$ cat src/rtl/lsu_pkg.sv
// lsu_pkg: shared states, access sizes and funct3 codes for the load/store sequencer.
package lsu_pkg;
    typedef enum logic [1:0] {IDLE, ACCESS, RESP} lsu_state_t;
    localparam logic [1:0] SZ_B = 2'd0;
    localparam logic [1:0] SZ_H = 2'd1;
    localparam logic [1:0] SZ_W = 2'd2;
    localparam logic [2:0] F3_LB  = 3'b000;
    localparam logic [2:0] F3_LH  = 3'b001;
    localparam logic [2:0] F3_LW  = 3'b010;
    localparam logic [2:0] F3_LBU = 3'b100;
    localparam logic [2:0] F3_LHU = 3'b101;
    localparam logic [2:0] F3_SB  = 3'b000;
    localparam logic [2:0] F3_SH  = 3'b001;
    localparam logic [2:0] F3_SW  = 3'b010;
endpackage

$ cat src/rtl/lsu_load_ext.sv
// lsu_load_ext: sign- or zero-extends the assembled load bytes to XLEN.
module lsu_load_ext import lsu_pkg::*; #(
    parameter int XLEN = 32
) (
    input  logic [XLEN-1:0] acc,
    input  logic [1:0]      size,
    input  logic            uns,
    output logic [XLEN-1:0] rdata
);
    always_comb begin
        rdata = (size == SZ_B) ? {{(XLEN-8){acc[7] & ~uns}}, acc[7:0]} :
                (size == SZ_H) ? {{(XLEN-16){acc[15] & ~uns}}, acc[15:0]} : acc;
    end
endmodule

$ cat src/rtl/lsu_byte_seq.sv
// lsu_byte_seq: splits one RISC-V load/store into 1, 2 or 4 byte accesses
// on an 8-bit data memory and returns the extended load result.
module lsu_byte_seq import lsu_pkg::*; #(
    parameter int ADDR_W = 8,
    parameter int XLEN   = 32
) (
    input  logic              clk,
    input  logic              rst,
    input  logic              req_valid,
    output logic              req_ready,
    input  logic              req_we,
    input  logic [2:0]        req_funct3,
    input  logic [ADDR_W-1:0] req_addr,
    input  logic [XLEN-1:0]   req_wdata,
    output logic              resp_valid,
    input  logic              resp_ready,
    output logic [XLEN-1:0]   resp_rdata,
    output logic              resp_err,
    output logic [ADDR_W-1:0] mem_a,
    output logic [7:0]        mem_wd,
    output logic              mem_we,
    input  logic [7:0]        mem_rd
);
    lsu_state_t        state_q, state_d;
    logic              we_q, we_d, err_q, err_d;
    logic [2:0]        f3_q, f3_d;
    logic [ADDR_W-1:0] addr_q, addr_d;
    logic [XLEN-1:0]   wdata_q, wdata_d, acc_q, acc_d, ext;
    logic [1:0]        idx_q, idx_d, last_idx;
    logic              illegal;

    // Last byte index is N-1: 0, 1 or 3 for byte, half, word.
    assign last_idx = {f3_q[1], f3_q[1] | f3_q[0]};
    assign illegal  = (&req_funct3[1:0]) | (req_we & req_funct3[2]);

    lsu_load_ext #(.XLEN(XLEN)) u_ext (
        .acc   (acc_q),
        .size  (f3_q[1:0]),
        .uns   (f3_q[2]),
        .rdata (ext)
    );

    always_ff @(posedge clk) begin
        if (rst) begin
            state_q <= IDLE;
            we_q    <= 1'b0;
            err_q   <= 1'b0;
            f3_q    <= '0;
            addr_q  <= '0;
            wdata_q <= '0;
            acc_q   <= '0;
            idx_q   <= '0;
        end else begin
            state_q <= state_d;
            we_q    <= we_d;
            err_q   <= err_d;
            f3_q    <= f3_d;
            addr_q  <= addr_d;
            wdata_q <= wdata_d;
            acc_q   <= acc_d;
            idx_q   <= idx_d;
        end
    end

    always_comb begin
        state_d    = state_q;
        we_d       = we_q;
        err_d      = err_q;
        f3_d       = f3_q;
        addr_d     = addr_q;
        wdata_d    = wdata_q;
        acc_d      = acc_q;
        idx_d      = idx_q;
        req_ready  = 1'b0;
        resp_valid = 1'b0;
        resp_err   = 1'b0;
        resp_rdata = '0;
        mem_a      = addr_q;
        mem_wd     = '0;
        mem_we     = 1'b0;
        case (state_q)
            IDLE: begin
                req_ready = 1'b1;
                if (req_valid) begin
                    we_d    = req_we;
                    f3_d    = req_funct3;
                    addr_d  = req_addr;
                    wdata_d = req_wdata;
                    err_d   = illegal;
                    idx_d   = '0;
                    acc_d   = '0;
                    state_d = illegal ? RESP : ACCESS;
                end
            end
            ACCESS: begin
                mem_a  = addr_q + ADDR_W'(idx_q);
                mem_we = we_q & ~rst;
                mem_wd = we_q ? wdata_q[{idx_q, 3'b000} +: 8] : 8'h00;
                if (!we_q) acc_d[{idx_q, 3'b000} +: 8] = mem_rd;
                idx_d = idx_q + 2'd1;
                if (idx_q == last_idx) state_d = RESP;
            end
            RESP: begin
                resp_valid = 1'b1;
                resp_err   = err_q;
                resp_rdata = (we_q | err_q) ? '0 : ext;
                if (resp_ready) state_d = IDLE;
            end
            default: state_d = IDLE;
        endcase
    end
endmodule

$ cat config.mk
export PLATFORM = sky130hd
export DESIGN_NAME = lsu_byte_seq
export DESIGN_NICKNAME = d
export VERILOG_FILES = /design/src/rtl/lsu_pkg.sv /design/src/rtl/lsu_load_ext.sv /design/src/rtl/lsu_byte_seq.sv
export SDC_FILE = /design/constraint.sdc
export NUM_CORES = 1
export LEC_CHECK = 0
export ABC_AREA = 1
export CAP_MARGIN = 30
export CELL_PAD_IN_SITES_DETAIL_PLACEMENT = 1
export CELL_PAD_IN_SITES_GLOBAL_PLACEMENT = 2
export CORE_MARGIN = 2
export CORE_UTILIZATION = 35
export DETAILED_ROUTE_END_ITERATION = 8
export DONT_BUFFER_PORTS = 1
export PLACE_DENSITY = 0.89
export SLEW_MARGIN = 20
export SYNTH_ARGS = -nofsm -noshare
export SYNTH_HDL_FRONTEND = slang
export SYNTH_SLANG_ARGS = --single-unit
export TNS_END_PERCENT = 10
$ cat constraint.sdc
create_clock -name clk -period 4.3 [get_ports clk]
set_input_delay 0.86 -clock clk [delete_from_list [all_inputs] [get_ports clk]]
set_output_delay 0.86 -clock clk [all_outputs]
set_load 0.05 [all_outputs]
==> results of run 1 <==
## power by group
group | internal [mW] | total, mW | switching (mW) | leakage, nW
Combinational | 0.186 | 0.683 | 0.498 | 1.35
Clock | 0.615 | 0.930 | 0.315 | 0.175
Sequential | 0.860 | 0.920 | 0.0602 | 0.669
Total | 1.66 | 2.53 | 0.873 | 2.19
## worst reg2reg max path: cells and delay by family (launching register included)
| family | cells | cell delay, ns |
|---|---|---|
| and+or+nand+nor | 3 | 0.33 |
| AOI/OAI and AO/OA | 1 | 0.60 |
| DFF | 1 | 0.63 |
| buffers and inverters | 1 | 0.48 |
| adders and majority gates | 1 | 0.38 |
## area by class of cell
class	count	area, um2	share of cell area
multi-input combinational	478	2120	0.438
sequential	81	1620	0.335
timing repair buffer	41	315	0.0652
clock buffer	12	267	0.0551
inverter	64	240	0.0497
tap	143	179	0.0370
clock inverter	4	97.6	0.0202
## layout by cell type, fill, tap and decap left out, types with 3 or more instances in the layout
master     instances
clkbuf_16          9
inv_1             60
o21ai_0           64
clkbuf_8           3
nand2_2            6
nor2_2             3
a21oi_1           46
buf_4             40
nor2_1           190
dfxtp_1           81
ha_1               7
nor3_1             3
bufinv_16          3
clkinv_1           3
nand2_1          124
xnor2_1            3
nand3_1           16
o21ai_1            6
## through the flow
| step | hold WS, ns | instances | power [mW] |
|---|---|---|---|
| 2_1_floorplan | 0.444 | 655 | 1.46 |
| 3_3_place_gp | 0.457 | 806 | 1.59 |
| 3_5_place_dp | 0.466 | 806 | 1.62 |
| 4_1_cts | 0.485 | 822 | 2.55 |
| 5_1_grt | 0.506 | 823 | 2.68 |
| 6_report | 0.478 | 823 | 2.53 |
## worst max path at each step
stage	end	slack (ns)
floorplan	mem_a[4]	0.94
global placement	mem_a[6]	1.06
detailed placement	mem_a[4]	0.95
CTS	mem_a[4]	0.58
global route	mem_a[6]	0.38
finish	mem_a[4]	0.65
## logic make-up after synthesis
logic type,Yosys count,share of synthesized area
fa+ha+maj,8,0.0261
buf+inv,96,0.0915
compound gates,119,0.147
simple gates,347,0.333
flops,81,0.394
xor+xnor,4,0.00851
## sequential cells by signal (all words and copies together) (netlist names)
name	cells
addr_q	8
err_q	1
we_q	1
wdata_q	32
acc_q	32
idx_q	2
state_q	2
f3_q	3
## metal layers
| layer | vias to the layer above | wire [um] | track usage |
|---|---|---|---|
| li1 | 2071 | - | - |
| met1 | 1925 | 5520 | 0.235 |
| met2 | 90 | 6330 | 0.369 |
| met3 | 13 | 710 | 0.0535 |
| met4 | 0 | 182 | 0.0626 |
| met5 | - | 0 | 0 |
==> impl_results.md, run 1 <==
- Crit path kind: flop to output port
- I/O pin count: 108
- Final wirelength: 12700 um
- Main synth FF type: dfxtp_1
- Setup-failing EPs final: 0
- Clock-pin slew on the worst setup and hold paths: 0.06 ns
- Peak supply drop: 0.195 mV
- PortBufs: 0
- Largest delay share family, worst path: buffers and inverters
- CTS resizes: 0
- Clock latency on the worst-skew pair: 0.34 ns
- Post-DP Area: 0.00446 mm2
- Worst reg2reg startpoint: idx_q[1]$_SDFFE_PP0P_
- CP bufs+invs: 2
- Via density: 4.98
- Largest area contributor in the netlist: dfxtp_1
- Max cap viols: 0
- Die footprint: 0.0126 mm2
- Area Overhead vs Synth: 17.5%
- Hpwl dp: 9460 um
- Status: complete, no violations
- Power Density: 524 mW/mm2
- # Post-CTS Setup Buffers: 0
- Slew Limit Headroom: 0.398
- Achievable Freq: 0.274 GHz
- H-tree Lvls: 3
- Mapped Cells: 655
- Mapped Nets: 719
- Final core utilization: 0.422
- DR vias: 4099
- CTS Root Cell: clkbuf_16
- Ys async rst share: 0
- Largest net degree at the start of global routing: 43
- Synth top area share: 0.394
- Initial Utilization: 0.359
- R2R depth: 6
- # DRC: 0
- Max clock buf depth: 2
- Layout fillers: 1513
- RSZ-0062 raised after global routing: no
- Min-Delay Path Class: flop to flop
- Hold_buf cts: 0
- Post-synth top cells: nor2_1, nand2_1, dfxtp_1, o21ai_0, inv_1
- First-pass DRT Iterations: 5
- Final worst path period share: 0.848
- Req. time, crit path: 3.44 ns
- Share of layout cells above drive strength 1: 0.103
- Setup_tns: 0 ns
- CTS tree: built
- GR Overflow Total: 0
- Tmin final: 3.65 ns
- CP Capture Type: output port
- Syn Std Cell Area: 0.00412 mm2
- RR Endpoint: acc_q[9]$_SDFFE_PP0P_
- Mean post-synth cell area: 6.28 um2
- Hold Path End: wdata_q[25]$_SDFFE_PP0P_
- Critical Path, Cell by Cell: clkinv_1, fa_1, nor3_1, nand2_1, xnor2_1, buf_4
- Slowest CP cell: dfxtp_1
- Die height: 112 um
- Total CTS buffers: 9
- Final instance area: 0.00484 mm2
- CP peak stage delay: 0.63 ns
- Clock skew: 0.00607 ns
- Worst Max-Slew Pin Slew: 0.899 ns
- Worst hold path startpoint: wdata_q[25]$_SDFFE_PP0P_
- Final Hold Viols: 0
- Final net count: 739
- Most frequent cell after synthesis: nor2_1
- Initial antenna violation count: 0
- Width of the die: 112 um
- Arrival time at the worst endpoint: 2.79 ns
- Routability congestion estimate: 0.886
- Ys Warns: 0
- Leak: 2.19 nW
- Dpl ws: 0.951 ns
- WP depth: 6
- Final worst slack: 0.655 ns
- First-pass GRT wire length: 20600 um
- Clock sinks: 81
- Hold Path Depth: 2
- Number of synthesized flops with an enable pin: 0
- Vias in the first global route: 4226
- Yosys cell types: 26
- #FFs+latches synth: 81
- Initial detailed-routing violation count: 138
- Overall Global Routing Usage: 0.204
- Synth area leaders: dfxtp_1, nor2_1, nand2_1
- Max Transition Viols Final: 0
- Worst setup startpoint: idx_q[1]$_SDFFE_PP0P_
- Core Area: 0.0115 mm2
- # diodes: 0
- R2R Setup Slk: 1.78 ns
- Routed WL per cell: 15.5 um
- Row count: 39
- Crit-path max FO: 14
- Seq/Total Area, Yosys: 0.394
- Crit path launch type: flop
- Post-route antenna net violation count: 0
No activity file was read; power rests on OpenSTA's default activity.
==> run 2, diff against run 1 <==
--- a/config.mk
+++ b/config.mk
@@ -10,10 +10,10 @@
 export CELL_PAD_IN_SITES_DETAIL_PLACEMENT = 1
 export CELL_PAD_IN_SITES_GLOBAL_PLACEMENT = 2
 export CORE_MARGIN = 2
-export CORE_UTILIZATION = 35
+export CORE_UTILIZATION = 29
 export DETAILED_ROUTE_END_ITERATION = 8
 export DONT_BUFFER_PORTS = 1
-export PLACE_DENSITY = 0.89
+export PLACE_DENSITY = 0.79
 export SLEW_MARGIN = 20
 export SYNTH_ARGS = -nofsm -noshare
 export SYNTH_HDL_FRONTEND = slang
==> constraint.sdc (replaced) <==
create_clock -name clk -period 3.1 [get_ports clk]
set_input_delay 0.62 -clock clk [delete_from_list [all_inputs] [get_ports clk]]
set_output_delay 0.62 -clock clk [all_outputs]
set_load 0.05 [all_outputs]
==> run 2 against run 1 <==
  * Critical path depth grew 1
  * Via count rose by 0.56%
  * Hold slack lost 0.12 ns
  * First-iteration DRC count increased by 19%
  * Combinational power up 43%
==> impl_results.md, run 2 (synthesis gave the netlist of run 1 again) <==
- WHS: 0.354 ns (-0.124 ns)
- Vias in the first global route: 4171 (-1.3%)
- Crit path launch type: flop
- Hpwl dp: 9770 um (+3.3%)
- Row count: 43 (+10%)
- Largest net degree at the start of global routing: 44 (+2.3%)
- Leak: 2.27 nW (+3.4%)
- Most frequent cells in the layout: nor2_1, nand2_1, dfxtp_1, o21ai_0, inv_1
- CTS resizes: 0 (unchanged)
- GR Overflow Total: 0 (unchanged)
- Crit path kind: flop to output port
- Switching pwr: 1.21 mW (+38%)
- First-pass GRT wire length: 20800 um (+0.67%)
- Initial detailed-routing violation count: 164 (+19%)
- Routed WL per cell: 14.7 um (-4.9%)
- R2R Setup Slk: 0.86 ns (-0.92 ns)
- Area of the multi-input gates: 0.00213 mm2 (+0.35%)
- PortBufs: 0 (unchanged)
- Width of the die: 123 um (+9.5%)
- Max clock buf depth: 2 (unchanged)
- Flop pwr share: 0.371 (+0.008)
- Slew Limit Headroom: 0.450 (+0.0513)
- H-tree Lvls: 3 (unchanged)
- Req. time, crit path: 2.48 ns (-0.96 ns)
- Most common cell after layout, fill and taps aside: nor2_1
- Max cap viols: 0 (unchanged)
- Layout fillers: 1816 (+20%)
- Power Density: 682 mW/mm2 (+30%)
- Routability congestion estimate: 0.827 (-6.6%)
- Peak supply drop: 0.262 mV (+35%)
- DR vias: 4122 (+0.56%)
- Total CTS buffers: 9 (unchanged)
- Via density: 4.71 (-5.4%)
- Min-Delay Path Class: input port to flop
- Critical Path, Cell by Cell: ha_1, inv_1, fa_1, nor3_1, nand2_1, xnor2_2, buf_12
- Largest delay share family, worst path: adder cells
- Hold Path Depth: 1 (-1)
- Final instance area: 0.00498 mm2 (+3.0%)
- Max Transition Viols Final: 0 (unchanged)
- Clock latency on the worst-skew pair: 0.34 ns (about the same)
- Met2 wire length: 6290 um (-0.73%)
- Die height: 123 um (+9.5%)
- Hold Path End: acc_q[26]$_SDFFE_PP0P_
- Worst Max-Slew Pin Slew: 0.820 ns (-0.0791 ns)
- Share of layout cells above drive strength 1: 0.124 (+0.0208)
- Worst hold path startpoint: rst
- Metal3 WL: 812 um (+14%)
- CTS tree: built
- Initial antenna violation count: 0 (unchanged)
- RR Endpoint: acc_q[11]$_SDFFE_PP0P_
- Setup-failing EPs final: 0 (unchanged)
- I/O pin count: 108 (unchanged)
- First-pass DRT Iterations: 4 (-1)
- Overall Global Routing Usage: 0.178 (-0.0257)
- Achievable Freq: 0.355 GHz
- CP Capture Type: output port
- Hold_buf cts: 0 (unchanged)
- CTS Root Cell: clkbuf_16
- Status: complete, no violations
- # diodes: 0 (unchanged)
- Clock-pin slew on the worst setup and hold paths: 0.06 ns (about the same)
- Die footprint: 0.0152 mm2 (+20%)
- Seq. cell area: 0.00162 mm2 (unchanged)
- DR top layer: met4
- Arrival time at the worst endpoint: 2.19 ns (-0.60 ns)
- Final wirelength: 12900 um (+1.1%)
- Setup_tns: 0 ns (unchanged)
- Post-DP Area: 0.00467 mm2 (+4.6%)
- Final Hold Viols: 0 (unchanged)
- Int Power: 2.20 mW (+32%)
- Tmin final: 2.81 ns
- Met1 wire length: 5540 um (+0.27%)
- Worst reg2reg startpoint: state_q[1]$_SDFFE_PP0P_
- Final net count: 755 (+2.2%)
- Core Area: 0.0139 mm2 (+21%)
- # DRC: 0 (unchanged)
- Post-route antenna net violation count: 0 (unchanged)
- Final worst path period share: 0.908
- CP bufs+invs: 2 (unchanged)
- Crit-path max FO: 3 (-11)
- Clock sinks: 81 (unchanged)
- Clock skew: 0.00410 ns (-0.00198 ns)
- CP peak stage delay: 0.37 ns (-0.26 ns)
- Biggest regs: acc_q: 32 flops, wdata_q: 32 flops, addr_q: 8 flops
- Gate power share: 0.287 (+0.017)
- Clock power frac: 0.342 (-0.025)
- Initial Utilization: 0.297 (-0.0624)
- R2R depth: 6 (unchanged)
- # Post-CTS Setup Buffers: 0 (unchanged)
- Final core utilization: 0.359 (-0.0628)
- Area Overhead vs Synth: 21.1%
- RSZ-0062 raised after global routing: no
- Sw frac: 0.354 (+0.00977)
- Slowest CP cell: fa_1
## run 2: changes by cell type in the layout (fill, tap and decap cells not counted)
cell        before  now
clkinv_2         0    1
buf_4           40   55
bufinv_16        3    2
buf_8            1    0
clkinvlp_4       1    2
buf_12           0    2
xnor2_2          0    1
clkinv_1         3    2
clkbuf_8         3    1
xnor2_1          3    2
inv_1           60   61
## run 2: worst reg2reg max path: stages, from the launching register on
cell     delay (ns)
dfxtp_1        0.36
inv_2          0.13
nand2_1        0.31
o21ai_2        0.58
o21ai_1        0.46
nor2_1         0.24
nor2_1         0.07
## run 2: layer usage
layer  global-route usage  up-vias
met1                0.205     1919
li1                     -     2098
met3               0.0535       17
met4               0.0597        0
met5                    0        -
met2                0.314       88
## run 2: area by class of cell
class,count,share of cell area
clock buffer,10,0.0479
clock inverter,5,0.0161
inverter,64,0.0482
multi-input combinational,478,0.426
sequential,81,0.325
tap,180,0.0452
timing repair buffer,57,0.0909
## run 2: worst max path at each step
stage | start | slack, ns | depth (start not counted) | to
3_5_place_dp | addr_q[0]$_SDFFE_PP0P_ | 0.63 | 7 | mem_a[4]
6_report | addr_q[0]$_SDFFE_PP0P_ | 0.29 | 7 | mem_a[4]
5_1_grt | addr_q[0]$_SDFFE_PP0P_ | 0.11 | 7 | mem_a[4]
4_1_cts | addr_q[0]$_SDFFE_PP0P_ | 0.25 | 7 | mem_a[4]
2_1_floorplan | idx_q[1]$_SDFFE_PP0P_ | -0.02 | 6 | mem_a[6]
3_3_place_gp | addr_q[0]$_SDFFE_PP0P_ | 0.73 | 7 | mem_a[4]
## run 2: power by group through the flow
stage | Combinational, mW | Sequential (mW) | Clock, mW
4_1_cts | 0.995 | 1.27 | 1.19
6_report | 0.976 | 1.26 | 1.16
3_3_place_gp | 0.964 | 1.28 | 0
2_1_floorplan | 0.752 | 1.27 | 0
3_5_place_dp | 0.991 | 1.29 | 0
5_1_grt | 1.10 | 1.28 | 1.24
## run 2: metrics by stage
stage	power (mW)	setup slack, ns	instances
global placement	2.24	0.726	860
global route	3.62	0.110	875
CTS	3.45	0.247	875
finish	3.40	0.285	875
floorplan	2.02	-0.0196	655
detailed placement	2.28	0.630	860
